**src/rtl/wrapping_step_counter_pkg.sv**
```systemverilog
// Shared definitions for the step counter and its adder.
package wrapping_step_counter_pkg;

   typedef enum logic {
      WRAP_MODE     = 1'b0,
      SATURATE_MODE = 1'b1
   } count_mode_t;

endpackage

```
**src/rtl/wrapping_step_counter_adder.sv**
```systemverilog
// Combinational modulo-RANGE add/subtract with wrap or clamp correction.
// Reusable by any pointer logic that needs count + inc - dec kept inside [0, RANGE-1].
module wrapping_step_adder
   import wrapping_step_counter_pkg::*;
#(
   parameter int RANGE      = 10,
   parameter int RANGE_LOG2 = $clog2(RANGE)
) (
   input  logic [RANGE_LOG2-1:0] count,
   input  logic [RANGE_LOG2-1:0] inc,
   input  logic [RANGE_LOG2-1:0] dec,
   input  count_mode_t           mode,
   output logic [RANGE_LOG2-1:0] next_count,
   output logic                  wrap_up,
   output logic                  wrap_down
);

   localparam int SW = RANGE_LOG2 + 2;
   localparam logic signed [SW-1:0]         RANGE_S = SW'(RANGE);
   localparam logic [RANGE_LOG2-1:0]        MAX     = RANGE_LOG2'(RANGE - 1);

   logic signed [SW-1:0] sum;

   // Two extra bits hold both the sign and a carry up to 2*(RANGE-1).
   assign sum = $signed({2'b00, count}) + $signed({2'b00, inc}) - $signed({2'b00, dec});

   always_comb begin
      next_count = RANGE_LOG2'(sum);
      wrap_up    = 1'b0;
      wrap_down  = 1'b0;
      if (sum >= RANGE_S) begin
         wrap_up    = 1'b1;
         next_count = (mode == SATURATE_MODE) ? MAX : RANGE_LOG2'(sum - RANGE_S);
      end else if (sum < 0) begin
         wrap_down  = 1'b1;
         next_count = (mode == SATURATE_MODE) ? '0 : RANGE_LOG2'(sum + RANGE_S);
      end
   end

endmodule

```
**src/rtl/wrapping_step_counter.sv**
```systemverilog
// Up/down modulo-RANGE counter with variable steps, load priority and registered wrap flags.
// One-cycle update latency, no stall; max/min status decoded from the count register only.
module wrapping_step_counter
   import wrapping_step_counter_pkg::*;
#(
   parameter int RANGE       = 10,
   parameter int RANGE_LOG2  = $clog2(RANGE),
   parameter int RESET_VALUE = 0,
   parameter int SATURATE    = 0
) (
   input  logic                  clock,
   input  logic                  resetn,
   input  logic                  load,
   input  logic [RANGE_LOG2-1:0] load_value,
   input  logic                  increment,
   input  logic [RANGE_LOG2-1:0] increment_step,
   input  logic                  decrement,
   input  logic [RANGE_LOG2-1:0] decrement_step,
   output logic [RANGE_LOG2-1:0] count,
   output logic                  wrapped_up,
   output logic                  wrapped_down,
   output logic                  count_is_max,
   output logic                  count_is_min
);

   localparam logic [RANGE_LOG2-1:0] MAX     = RANGE_LOG2'(RANGE - 1);
   localparam logic [RANGE_LOG2-1:0] RST_CNT = RANGE_LOG2'(RESET_VALUE);
   localparam count_mode_t           MODE    = (SATURATE != 0) ? SATURATE_MODE : WRAP_MODE;

   logic [RANGE_LOG2-1:0] inc;
   logic [RANGE_LOG2-1:0] dec;
   logic [RANGE_LOG2-1:0] load_clamped;
   logic [RANGE_LOG2-1:0] next_count;
   logic                  wrap_up;
   logic                  wrap_down;

   // Out-of-range operands are pinned to RANGE-1 so the adder's single correction holds.
   assign inc          = increment ? ((increment_step > MAX) ? MAX : increment_step) : '0;
   assign dec          = decrement ? ((decrement_step > MAX) ? MAX : decrement_step) : '0;
   assign load_clamped = (load_value > MAX) ? MAX : load_value;

   wrapping_step_adder #(
      .RANGE      (RANGE),
      .RANGE_LOG2 (RANGE_LOG2)
   ) u_adder (
      .count      (count),
      .inc        (inc),
      .dec        (dec),
      .mode       (MODE),
      .next_count (next_count),
      .wrap_up    (wrap_up),
      .wrap_down  (wrap_down)
   );

   always_ff @(posedge clock or negedge resetn) begin
      if (!resetn) begin
         count        <= RST_CNT;
         wrapped_up   <= 1'b0;
         wrapped_down <= 1'b0;
      end else if (load) begin
         count        <= load_clamped;
         wrapped_up   <= 1'b0;
         wrapped_down <= 1'b0;
      end else begin
         count        <= next_count;
         wrapped_up   <= wrap_up;
         wrapped_down <= wrap_down;
      end
   end

   assign count_is_max = (count == MAX);
   assign count_is_min = (count == '0);

endmodule
```
**config.mk**
```make
export PLATFORM = sky130hd
export DESIGN_NAME = wrapping_step_counter
export DESIGN_NICKNAME = d
export VERILOG_FILES = /design/src/rtl/wrapping_step_counter_pkg.sv /design/src/rtl/wrapping_step_counter_adder.sv /design/src/rtl/wrapping_step_counter.sv
export SDC_FILE = /design/constraint.sdc
export NUM_CORES = 1
export LEC_CHECK = 0
export CAP_MARGIN = 20
export CORE_MARGIN = 2
export CORE_UTILIZATION = 49
export CTS_CLUSTER_DIAMETER = 50
export CTS_CLUSTER_SIZE = 40
export DETAILED_ROUTE_END_ITERATION = 10
export GPL_ROUTABILITY_DRIVEN = 0
export HOLD_SLACK_MARGIN = 0.06
export PLACE_DENSITY = 0.84
export SLEW_MARGIN = 25
export SYNTH_ARGS = -nofsm -noshare
export SYNTH_HDL_FRONTEND = slang
export SYNTH_SLANG_ARGS = --single-unit
export TNS_END_PERCENT = 100
```
**constraint.sdc**
```tcl
create_clock -name clock -period 6.6 [get_ports clock]
set_input_delay 1.32 -clock clock [delete_from_list [all_inputs] [get_ports clock]]
set_output_delay 1.32 -clock clock [all_outputs]
set_load 0.05 [all_outputs]
```
==> results of run 1 <==
-- final cells by class --
cell class | count | area (um2) | area share
repair buffers | 24 | 240 | 0.227
inverters | 15 | 56.3 | 0.0533
multi-input cells | 67 | 567 | 0.537
clock buffers | 3 | 22.5 | 0.0213
flip-flops and latches | 6 | 150 | 0.142
well taps | 16 | 20.0 | 0.0190
-- critical path: stages --
cell	delay, ps
clkdlybuf4s50_1	500
nor2b_1	180
nand2_1	100
fa_1	480
inv_1	70
fa_1	490
xor2_1	280
inv_1	90
ha_1	230
xnor3_1	330
o2111a_1	150
a211oi_2	180
-- cells in the final DEF, fill, tap and decap left out, types with 3 or more instances in the layout --
master	instances
a21oi_1	3
a31oi_1	3
clkbuf_4	3
clkdlybuf4s50_1	24
dfrtp_1	6
fa_1	4
ha_1	7
inv_1	15
nand2_1	7
nor2_1	5
nor3_1	4
o21a_1	6
o21ai_1	3
-- cells by family after synthesis --
logic type / count (synthesis) / synth area share
XOR/XNOR: 3 / 0.0512
buffers and inverters: 17 / 0.0832
adder cells (fa/ha/maj): 11 / 0.214
AO/OA/AOI/OAI: 28 / 0.296
flip-flops: 6 / 0.192
AND/OR/NAND/NOR: 25 / 0.163
-- power breakdown --
group,internal (uW),total [uW],leakage (uW),switching [uW]
Combinational,235,550,0.000384,314
Sequential,53.5,66.0,0.0000727,12.4
Clock,20.7,35.4,0.0000138,14.7
Total,310,651,0.000471,342
-- per-stage QoR --
stage	area [um2]	hold WS, ps	cells	total power (uW)
after floorplan	782	1020	90	501
after global placement	1030	738	128	602
after detailed placement	1030	747	128	613
after CTS	1060	757	131	652
after global routing	1060	822	131	710
final	1060	755	131	651
-- routing by layer --
layer	global-route usage	wire [um]	up-vias
li1	-	-	368
met1	0.242	728	340
met2	0.415	981	24
met3	0.0292	78	4
met4	0.109	39	0
met5	0	0	-
-- flip-flops by register name, indices dropped and copies added (netlist names) --
register and flops:
count 4, wrapped_up 1, wrapped_down 1
-- worst min path at each step --
| stage | slack [ps] | endpoint | start | cells past startpoint |
|---|---|---|---|---|
| after floorplan | 1020 | count[0]$_DFF_PN0_ | resetn | 0 |
| after global placement | 740 | count[0]$_DFF_PN0_ | count[0]$_DFF_PN0_ | 3 |
| after detailed placement | 750 | count[0]$_DFF_PN0_ | count[0]$_DFF_PN0_ | 3 |
| after CTS | 760 | count[0]$_DFF_PN0_ | count[0]$_DFF_PN0_ | 3 |
| after global routing | 820 | count[0]$_DFF_PN0_ | count[0]$_DFF_PN0_ | 3 |
| final | 760 | count[0]$_DFF_PN0_ | count[0]$_DFF_PN0_ | 3 |
==> metrics, run 1 <==
crit path kind=in2reg; pwr dens=617 mW/mm2; Hold WC Path Type=reg2reg; yosys warns=0; CP Launch Point=increment; fill count=115; critical path arrival=4410 ps; Vias=736; Tcrit/Tclk final=0.643; clk_lat worst skew=250 ps; fmax=236 MHz; startpoint types=input pin; min cycle time layout=4240 ps; initial core utilization=0.519; static leakage=0.000471 uW; Worst Max-Slew Pin Slew=502 ps; DR iter-0 viols=15; layout cells sized above 1=0.0696; H-tree levels=1; reg2reg end=count[3]$_DFF_PN0_; CP endpoint kind=flop; Remaining Overflow, GRT=0; Cell Rows=14; setup bufs post-CTS=0; Reg2Reg Launch Point=count[1]$_DFF_PN0_; main flop type after synthesis=dfrtp_1; vias in the first global route=739; ys async rst share=1.00; NumNets Final=145; # setup viols final=0; count leader, synth=inv_1; DP Worst Slack=2120 ps; count of state elements after synthesis=6; Post-CTS Hold Fix Bufs=0; final hold viol count=0; Synth area leaders=dfrtp_1 19%, ha_1 11%, fa_1 10%; DR vias/cell=5.62; CTS Root Cell=clkbuf_4; Die ar.=0.00193 mm2; CTS sink cnt=6; Max transition margin=0.664; # diodes=0; Setup crit end=count[3]$_DFF_PN0_; area delta synth->final=35.0%; top cells by count, synth=15 x inv_1, 7 x ha_1, 7 x nand2_1; cell count after synthesis=90; Std-Cell Core Area=0.00151 mm2; Fin Clk Skew=10.0 ps; register area share after synthesis=0.192; TNS Setup=0 ps; R2R setup slack=3690 ps; outcome=complete, no violations; Worst R2R Path Depth=10; Net Count, Synth=118; Die Span Y=44.0 um; Port Buf Inserts=24; final WL=1830 um; Initial DRT Pass Iterations=4; total CTS buffers=3; Clock transition at path regs=50 ps; DRC Markers=0; I/O pins=25; Synth Cell Area=782 um2; worst-path fanout max=4; mean routed wirelength per cell=13.9 um; die width=44.0 um; Mapped Avg Cell Area=8.69 um2; Yosys top cell area share=0.192; number of synthesized flops with an enable pin=0; max cap viols=0; post-CTS resize count=0; DP HPWL=1500 um; Synth cell types=35; top cell type by total area after synthesis=dfrtp_1; initial antenna violation count=0; Final WS setup=2360 ps; max-slew violations=0; RSZ-0062 raised after global routing=no; final core utilization=0.701; Clock Path Buffers=2; Max IR drop VDD=0.346 mV; global-route wire length before repair=3120 um; TritonCTS clock tree=done; ANT nets after route=0; largest net degree at the start of global routing=9; GRT Util Overall=0.222; Req. time, crit path=6770 ps
Note: power is estimated with default switching activity, not from simulation.
==> inputs of run 2 (changes only) <==
Settings changed: CORE_UTILIZATION 49 to 41, PLACE_DENSITY 0.84 to 0.75.
Clock period 6.6 ns to 3.8 ns, I/O delays scaled along.
==> run 2 against run 1 <==
Net effect:
- clock skew is 5.8 ps lower
- clock-buffer cell count stayed put
- clock power is 72% higher
- critical path depth is 1 lower
- combinational power is 78% higher
- critical path type unchanged
- largest cell class unchanged
==> metrics, run 2 (synthesis gave the netlist of run 1 again) <==
R2R setup slack=960 ps; Clock Path Buffers=2; Post-CTS Hold Fix Bufs=0; largest registers=count x4, wrapped_down x1, wrapped_up x1; hold slack final=749 ps; Max IR drop VDD=0.570 mV; H-tree levels=1; vias in the first global route=705; pwr dens=1060 mW/mm2; Worst R2R Path Depth=10; DR iter-0 viols=7; DP Worst Slack=-42.7 ps; setup bufs post-CTS=0; CTS Root Cell=clkbuf_4; final hold viol count=0; CTS sink cnt=6; Final WS setup=208 ps; switch share=0.515; die width=47.7 um; fmax=278 MHz; initial core utilization=0.443; Vias=738; Comb power frac=0.847; Std-Cell Core Area=0.00176 mm2; static leakage=0.000490 uW; Reg2Reg Launch Point=count[1]$_DFF_PN0_; Worst Max-Slew Pin Slew=497 ps; NumNets Final=149; initial antenna violation count=0; area delta synth->final=40.3%; Die Span Y=47.7 um; TritonCTS clock tree=done; largest net degree at the start of global routing=9; # setup viols final=0; max cap viols=0; DR WL met3=88 um; post-CTS resize count=0; outcome=complete, no violations; internal power=562 uW; Port Buf Inserts=24; Tcrit/Tclk final=0.945; RSZ-0062 raised after global routing=no; I/O pins=25; Max transition margin=0.668; kind of cell adding the most delay to the critical path=adder cells; GRT Util Overall=0.191; DR WL met2=855 um; CP Buf/Inv Count=3; DRC Markers=0; Worst path slowest cell=clkdlybuf4s50_1; most frequent cells in the layout=24 x clkdlybuf4s50_1, 15 x inv_1, 7 x nand2_1, 7 x ha_1; Hold WC Path Type=in2async; min cycle time layout=3590 ps; startpoint types=input pin; final WL=1740 um; max-slew violations=0; sequential power share=0.101; reg2reg end=count[3]$_DFF_PN0_; Clock transition at path regs=50 ps; total CTS buffers=3; Initial DRT Pass Iterations=4; Largest register FFs=4; clock group share of total power=0.053; top layer in use=met4; Top reg by flops=count; max incr delay on CP=520 ps; critical path arrival=3760 ps; crit path kind=in2reg; Die ar.=0.00227 mm2; Fin Clk Skew=4.20 ps; mean routed wirelength per cell=12.1 um; global-route wire length before repair=2860 um; TNS Setup=0 ps; clk_lat worst skew=250 ps; Remaining Overflow, GRT=0; wl on met1=742 um; ANT nets after route=0; Cell Rows=15; Psw=596 uW; DR vias/cell=5.13; CP endpoint kind=flop; DP HPWL=1430 um; Req. time, crit path=3960 ps; commonest non-fill, non-tap cell in the layout=clkdlybuf4s50_1; worst path cell trace=clkdlybuf4s50_1, and3b_1, fa_1, inv_1, fa_1, xor2_1, inv_1, ha_1, xnor3_1, o2111a_1, a211oi_2; layout cells sized above 1=0.101; # diodes=0; worst-path fanout max=4
[run 2: layout make-up]
cell class	count	area [um2]
timing repair buffer	28	270
inverter	15	56.3
multi-input combinational	67	567
sequential	6	150
fill	179	667
clock buffer	3	22.5
tap	25	31.3
[run 2: worst reg2reg max path: stages, from the launching register on]
cell and delay, ps:
dfrtp_1 380, inv_1 80, fa_1 540, inv_1 70, fa_1 460, xor2_1 250
inv_1 80, ha_1 210, xnor3_1 320, o2111a_1 160, a211oi_2 210
[run 2: power by group through the flow]
stage	clock (uW)	sequential, uW	combinational (uW)
6_report	60.8	117	980
3_5_place_dp	0	119	980
5_1_grt	67.9	122	1080
3_3_place_gp	0	116	967
2_1_floorplan	0	207	662
4_1_cts	65.5	118	985
[run 2: per-layer routing]
layer | up-vias | global-route usage
met5 | - | 0
met4 | 0 | 0.130
met3 | 5 | 0.0453
met2 | 23 | 0.308
met1 | 332 | 0.225
li1 | 378 | -
[run 2: how the worst max path moves through the flow]
stage                            from                  to  slack [ps]  depth (start not counted)
finish              decrement_step[3]  count[3]$_DFF_PN0_         210                         11
global route                increment  count[3]$_DFF_PN0_          70                         12
CTS                 decrement_step[3]  count[3]$_DFF_PN0_         220                         11
detailed placement  decrement_step[3]  count[3]$_DFF_PN0_         -40                         11
global placement    decrement_step[3]  count[3]$_DFF_PN0_          70                         11
floorplan           decrement_step[1]  count[3]$_DFF_PN0_         560                         12
[run 2: metrics by stage]
step	area, um2	util	std cells	power [uW]
2_1_floorplan	782	-	90	869
3_3_place_gp	1070	0.609	141	1080
3_5_place_dp	1070	0.609	141	1100
4_1_cts	1100	0.622	144	1170
5_1_grt	1100	0.622	144	1270
6_report	1100	0.622	144	1160
